==> config.mk <==
export PLATFORM = sky130hd
export DESIGN_NAME = add_resp
export DESIGN_NICKNAME = d
export VERILOG_FILES = /design/src/rtl/add_resp_pkg.sv /design/src/rtl/add_resp_fifo.sv /design/src/rtl/add_resp.sv
export SDC_FILE = /design/constraint.sdc
export NUM_CORES = 1
export LEC_CHECK = 0
export BUFFER_PORTS_ARGS = -buffer_cell sky130_fd_sc_hd__buf_2
export CAP_MARGIN = 5
export CORE_UTILIZATION = 49
export DETAILED_ROUTE_END_ITERATION = 10
export PLACE_DENSITY_LB_ADDON = 0.25
export SETUP_SLACK_MARGIN = 0.05
export SLEW_MARGIN = 20
export SYNTH_ARGS = -nofsm -noshare
export SYNTH_HDL_FRONTEND = slang
export SYNTH_SLANG_ARGS = --single-unit
==> constraint.sdc <==
create_clock -name clk -period 5.8 [get_ports clk]
set_input_delay 1.16 -clock clk [delete_from_list [all_inputs] [get_ports clk]]
set_output_delay 1.16 -clock clk [all_outputs]
set_load 0.005 [all_outputs]
==> src/rtl/add_resp_pkg.sv <==
// Shared types and the reference sum used by the responder and its scoreboard.
package add_resp_pkg;

   localparam int ADD_W     = 4;
   localparam int ADD_DEPTH = 4;

   typedef logic [ADD_W-1:0] operand_t;
   typedef logic [ADD_W:0]   sum_t;

   // Zero-extend before adding so the carry lands in the extra sum bit.
   function automatic sum_t add_ref(input operand_t a, input operand_t b);
      return sum_t'(a) + sum_t'(b);
   endfunction

endpackage

==> src/rtl/add_resp_fifo.sv <==
// In-order result buffer with an explicit occupancy count and a registered head.
module sync_fifo #(
   parameter int WIDTH = 5,
   parameter int DEPTH = 4
) (
   input  logic                     clk,
   input  logic                     rst,
   input  logic                     push,
   input  logic                     pop,
   input  logic [WIDTH-1:0]         din,
   output logic [WIDTH-1:0]         dout,
   output logic                     full,
   output logic                     empty,
   output logic [$clog2(DEPTH):0]   level
);

   localparam int PTR_W = $clog2(DEPTH);
   localparam int LVL_W = PTR_W + 1;

   logic [WIDTH-1:0] mem_q [DEPTH];
   logic [WIDTH-1:0] mem_d [DEPTH];
   logic [PTR_W-1:0] rd_ptr_q, rd_ptr_d, wr_ptr_q, wr_ptr_d;
   logic [LVL_W-1:0] level_q, level_d;
   logic [WIDTH-1:0] dout_q, dout_d;
   logic             do_push, do_pop;

   assign full    = (level_q == LVL_W'(DEPTH));
   assign empty   = (level_q == '0);
   assign do_push = push && !full;
   assign do_pop  = pop && !empty;
   assign dout    = dout_q;
   assign level   = level_q;

   always_comb begin
      mem_d    = mem_q;
      wr_ptr_d = wr_ptr_q;
      rd_ptr_d = rd_ptr_q;
      level_d  = level_q;
      if (do_push) begin
         mem_d[wr_ptr_q] = din;
         wr_ptr_d        = wr_ptr_q + PTR_W'(1);
      end
      if (do_pop) begin
         rd_ptr_d = rd_ptr_q + PTR_W'(1);
      end
      case ({do_push, do_pop})
         2'b10:   level_d = level_q + LVL_W'(1);
         2'b01:   level_d = level_q - LVL_W'(1);
         default: level_d = level_q;
      endcase
      // The head is precomputed so dout never shows a stale slot; when the
      // entry being written becomes the new head, take it straight from din.
      if (level_d == '0) begin
         dout_d = '0;
      end else if (do_push && (wr_ptr_q == rd_ptr_d)) begin
         dout_d = din;
      end else begin
         dout_d = mem_q[rd_ptr_d];
      end
   end

   always_ff @(posedge clk) begin
      if (rst) begin
         rd_ptr_q <= '0;
         wr_ptr_q <= '0;
         level_q  <= '0;
         dout_q   <= '0;
      end else begin
         rd_ptr_q <= rd_ptr_d;
         wr_ptr_q <= wr_ptr_d;
         level_q  <= level_d;
         dout_q   <= dout_d;
      end
   end

   always_ff @(posedge clk) begin
      mem_q <= mem_d;
   end

endmodule

==> src/rtl/add_resp.sv <==
// Operand/sum responder: adds accepted pairs, buffers sums in order and
// keeps wrapping accept/retire counters.
module add_resp
   import add_resp_pkg::*;
#(
   parameter int WIDTH = ADD_W,
   parameter int DEPTH = ADD_DEPTH,
   parameter int CNT_W = 8
) (
   input  logic                     clk,
   input  logic                     rst,
   input  logic                     in_valid,
   output logic                     in_ready,
   input  logic [WIDTH-1:0]         a,
   input  logic [WIDTH-1:0]         b,
   output logic                     out_valid,
   input  logic                     out_ready,
   output logic [WIDTH:0]           y,
   output logic [CNT_W-1:0]         acc_cnt,
   output logic [CNT_W-1:0]         ret_cnt,
   output logic [$clog2(DEPTH):0]   level
);

   logic [WIDTH:0]   sum;
   logic             full, empty, push, pop;
   logic [CNT_W-1:0] acc_cnt_q, acc_cnt_d, ret_cnt_q, ret_cnt_d;

   generate
      if (WIDTH == ADD_W) begin : g_ref_add
         assign sum = add_ref(a, b);
      end else begin : g_gen_add
         assign sum = (WIDTH+1)'(a) + (WIDTH+1)'(b);
      end
   endgenerate

   assign in_ready  = !full;
   assign out_valid = !empty;
   assign push      = in_valid && in_ready;
   assign pop       = out_valid && out_ready;

   sync_fifo #(
      .WIDTH (WIDTH + 1),
      .DEPTH (DEPTH)
   ) u_fifo (
      .clk   (clk),
      .rst   (rst),
      .push  (push),
      .pop   (pop),
      .din   (sum),
      .dout  (y),
      .full  (full),
      .empty (empty),
      .level (level)
   );

   always_comb begin
      acc_cnt_d = acc_cnt_q;
      ret_cnt_d = ret_cnt_q;
      if (push) acc_cnt_d = acc_cnt_q + CNT_W'(1);
      if (pop)  ret_cnt_d = ret_cnt_q + CNT_W'(1);
   end

   always_ff @(posedge clk) begin
      if (rst) begin
         acc_cnt_q <= '0;
         ret_cnt_q <= '0;
      end else begin
         acc_cnt_q <= acc_cnt_d;
         ret_cnt_q <= ret_cnt_d;
      end
   end

   assign acc_cnt = acc_cnt_q;
   assign ret_cnt = ret_cnt_q;

endmodule

==> impl_metrics.tcl <==
set metrics [dict create \
    run_status "finished clean" \
    cts_setup_buffers 0 \
    wl_per_cell_um 14.2 \
    place_inst 329 \
    finalClockSkew_ns 0.00775 \
    nets 294 \
    grt_pass1_vias 1672 \
    hold_depth 2 \
    rr_worst_depth 11 \
    cts_resized 0 \
    relSlewSlack_pct 29.4 \
    numCtsBuffers 5 \
    grt_pass1_wl_mm 7.93 \
    crit_slowest_cell "and2_1" \
    htree_levels 2 \
    hpwl_mm 3.30 \
    io_buffers 37 \
    vias 1812 \
    gp_congestion 0.787 \
    syn_area_per_cell_sq_um 10.3 \
    final_hold_viol_count 0 \
    path_clk_slew_ns 0.09 \
    die_area_sq_mm 0.00527 \
    finalSetupViolCount 0 \
    cp-end-kind "register" \
    die_h_um 72.6 \
    arrival_ns 3.51 \
    die_w_um 72.6 \
    drt-vias-per-instance 5.38 \
    wirelength_mm 4.78 \
    rr_startpoint "u_fifo.level[2]" \
    slowest_delay_ns 0.44 \
    insertion_delay_ns 0.30 \
    grt_start_max_net_pins 29 \
    groute.usage.overall_pct 20.2 \
    drive_gt1_share_pct 21.1 \
    synthToLayoutAreaGrowth_pct 14.0 \
    io_pins 38 \
    synth_nets 262 \
    grt_overflow 0 \
    critical_path_buf_inv_count 3 \
    power_switching_mw 0.387 \
    fin_tns_setup_ns 0 \
    synthFlopType "dfxtp_1" \
    p_int_mw 0.720 \
    antenna_found_initial 0 \
    drt_iter0_drc 85 \
    max-cap-violations 0 \
    fmax_mhz 305 \
    fillCellCount 402 \
    swShare_pct 35.0 \
    synthArstFlopShare_pct 0 \
    cpMostUsedCell "a21oi_1" \
    synth_cell_types 41 \
    drt-pass1-iter-count 4 \
    cp_top_family "simple AND/OR/NAND/NOR gates" \
    start_util_pct 51.3 \
    syn_area_sq_mm 0.00244 \
    vdd_ir_drop_max_uv 244 \
    critical_path.cell_chain "buf_2 -> and2_1 -> clkinv_1 -> ha_1 -> inv_1 -> fa_1 -> xor2_1 -> or3_1 -> a21oi_1 -> a21oi_1 -> nor3_1" \
    drc 0 \
    hold_path.startpoint "ret_cnt[1]" \
    final.min_clock_period_ns 3.28 \
    fp-row-count 25 \
    stdcell_count 337 \
    crit_path_start_kind "input pin" \
    core_sq_mm 0.00475 \
    p_per_area_mw_per_mm2 398 \
    required_ns 6.03 \
    rsz0062_at_grt "no" \
    antenna_cells 0 \
    syn-instance-count 237 \
    hold_class "register to register" \
    p_seq_share_pct 42.8 \
    clockPowerShare_pct 23.1 \
    combPwrFrac_pct 34.2 \
    leakagePower_nw 1.13 \
    worstPathMaxFanout 15 \
    ant_nets 0 \
    ys_seq_elements 48 \
    root_buffer "clkbuf_8" \
    slew_viol_final 0 \
    hold_end "ret_cnt[1]" \
    synth-edff-count 20 \
    holdBufCountCts 0 \
    crit_type "input pin to register" \
    tightestPinTransition_ns 1.06 \
    cts_sinks 48 \
    layout_worst_path_cycle_share_pct 56.6 \
    clockBufferDepth 2 \
    r2r_end "u_fifo.dout[3]" \
    yosys_warnings 0 \
    r2r_slack_ns 2.66 \
    cts_tree "built" \
    yosysSeqAreaShare_pct 47.6 \
    layout_common_cells "37 x buf_2, 28 x dfxtp_1, 20 x edfxtp_1, 19 x nor2_1, 18 x a21oi_1" \
    mostFrequentLayoutCell "buf_2" \
]
==> worst max path at each step <==
stage | startpoint | end | slack (ns) | cells after the start
floorplan | out_ready | u_fifo.dout[3] | 2.57 | 11
global placement | in_valid | u_fifo.dout[3] | 2.27 | 11
detailed placement | in_valid | u_fifo.dout[3] | 2.18 | 11
CTS | in_valid | u_fifo.dout[3] | 2.54 | 11
global route | in_valid | u_fifo.dout[4] | 2.24 | 11
finish | in_valid | u_fifo.dout[3] | 2.52 | 11
==> area by class of cell <==
cell class              instances  area, sq um  share of cell area (%)
repair buffers                 37          185                    6.65
inverters                      11         41.3                    1.48
multi-input cells             166         1190                    42.8
well taps                      67         83.8                    3.01
clock buffers                   6         82.6                    2.97
clock inverters                 2         38.8                    1.39
flip-flops and latches         48         1160                    41.7
==> tightest hold or removal path, cell delays in order, from the launching register on <==
cell and delay, ns:
dfxtp_1 0.34, nand2_1 0.06, a21oi_1 0.05
==> cells by family after synthesis <==
| family | synth area share (%) |
|---|---|
| compound gates | 12.0 |
| xor+xnor | 7.18 |
| fa+ha+maj | 7.28 |
| buf+inv | 3.64 |
| flops | 47.6 |
| mux | 5.95 |
| simple gates | 16.4 |
==> per-layer routing <==
metal	up-vias	wire length, um	global-route usage, %
met5	-	0	0
met4	0	121	9.59
met3	14	150	3.73
met2	35	2190	31.2
met1	859	2320	27.5
li1	904	-	-
==> stage by stage <==
| step | utilization, % | area (sq um) | hold WS, ns | setup slack, ns | power (mW) |
|---|---|---|---|---|---|
| finish | 58.6 | 2780 | 0.497 | 2.52 | 1.11 |
| global route | 58.6 | 2780 | 0.527 | 2.24 | 1.18 |
| CTS | 58.6 | 2780 | 0.502 | 2.54 | 1.11 |
| detailed placement | 56.0 | 2660 | 0.486 | 2.18 | 0.858 |
| global placement | 56.0 | 2660 | 0.484 | 2.27 | 0.849 |
| floorplan | - | 2440 | 0.475 | 2.57 | 0.756 |
==> synth_stat cells, types with 2 or more instances <==
cell type	count	area [sq um]
a21oi_1	18	90.1
and3_1	7	43.8
buf_2	2	10.0
clkbuf_1	9	33.8
dfxtp_1	28	561
edfxtp_1	20	601
fa_1	2	40.0
ha_1	11	138
inv_1	9	33.8
mux2_2	5	56.3
mux2i_1	4	40.0
nand2_1	13	48.8
nand3_1	7	35.0
nand3b_1	5	37.5
nand4_1	5	31.3
nor2_1	19	71.3
nor3_1	6	30.0
nor3b_1	4	30.0
o211a_1	4	40.0
o211ai_1	4	30.0
o21ai_0	15	75.1
or3_1	3	18.8
xnor2_1	7	61.3
xor2_1	13	114
==> state kept, by name (all words and copies together) (netlist names) <==
| register | cells |
|---|---|
| acc_cnt | 8 |
| ret_cnt | 8 |
| u_fifo.mem_q | 20 |
| u_fifo.dout | 5 |
| u_fifo.level | 3 |
| u_fifo.wr_ptr_q | 2 |
| u_fifo.rd_ptr_q | 2 |
==> power groups by stage <==
stage | Clock (mW) | Sequential, mW | Combinational (mW)
after detailed placement | 0 | 0.480 | 0.379
after global routing | 0.270 | 0.482 | 0.429
after global placement | 0 | 0.479 | 0.371
after floorplan | 0 | 0.445 | 0.311
final | 0.256 | 0.473 | 0.378
after CTS | 0.259 | 0.473 | 0.382
Note: power is estimated with default switching activity, not from simulation.
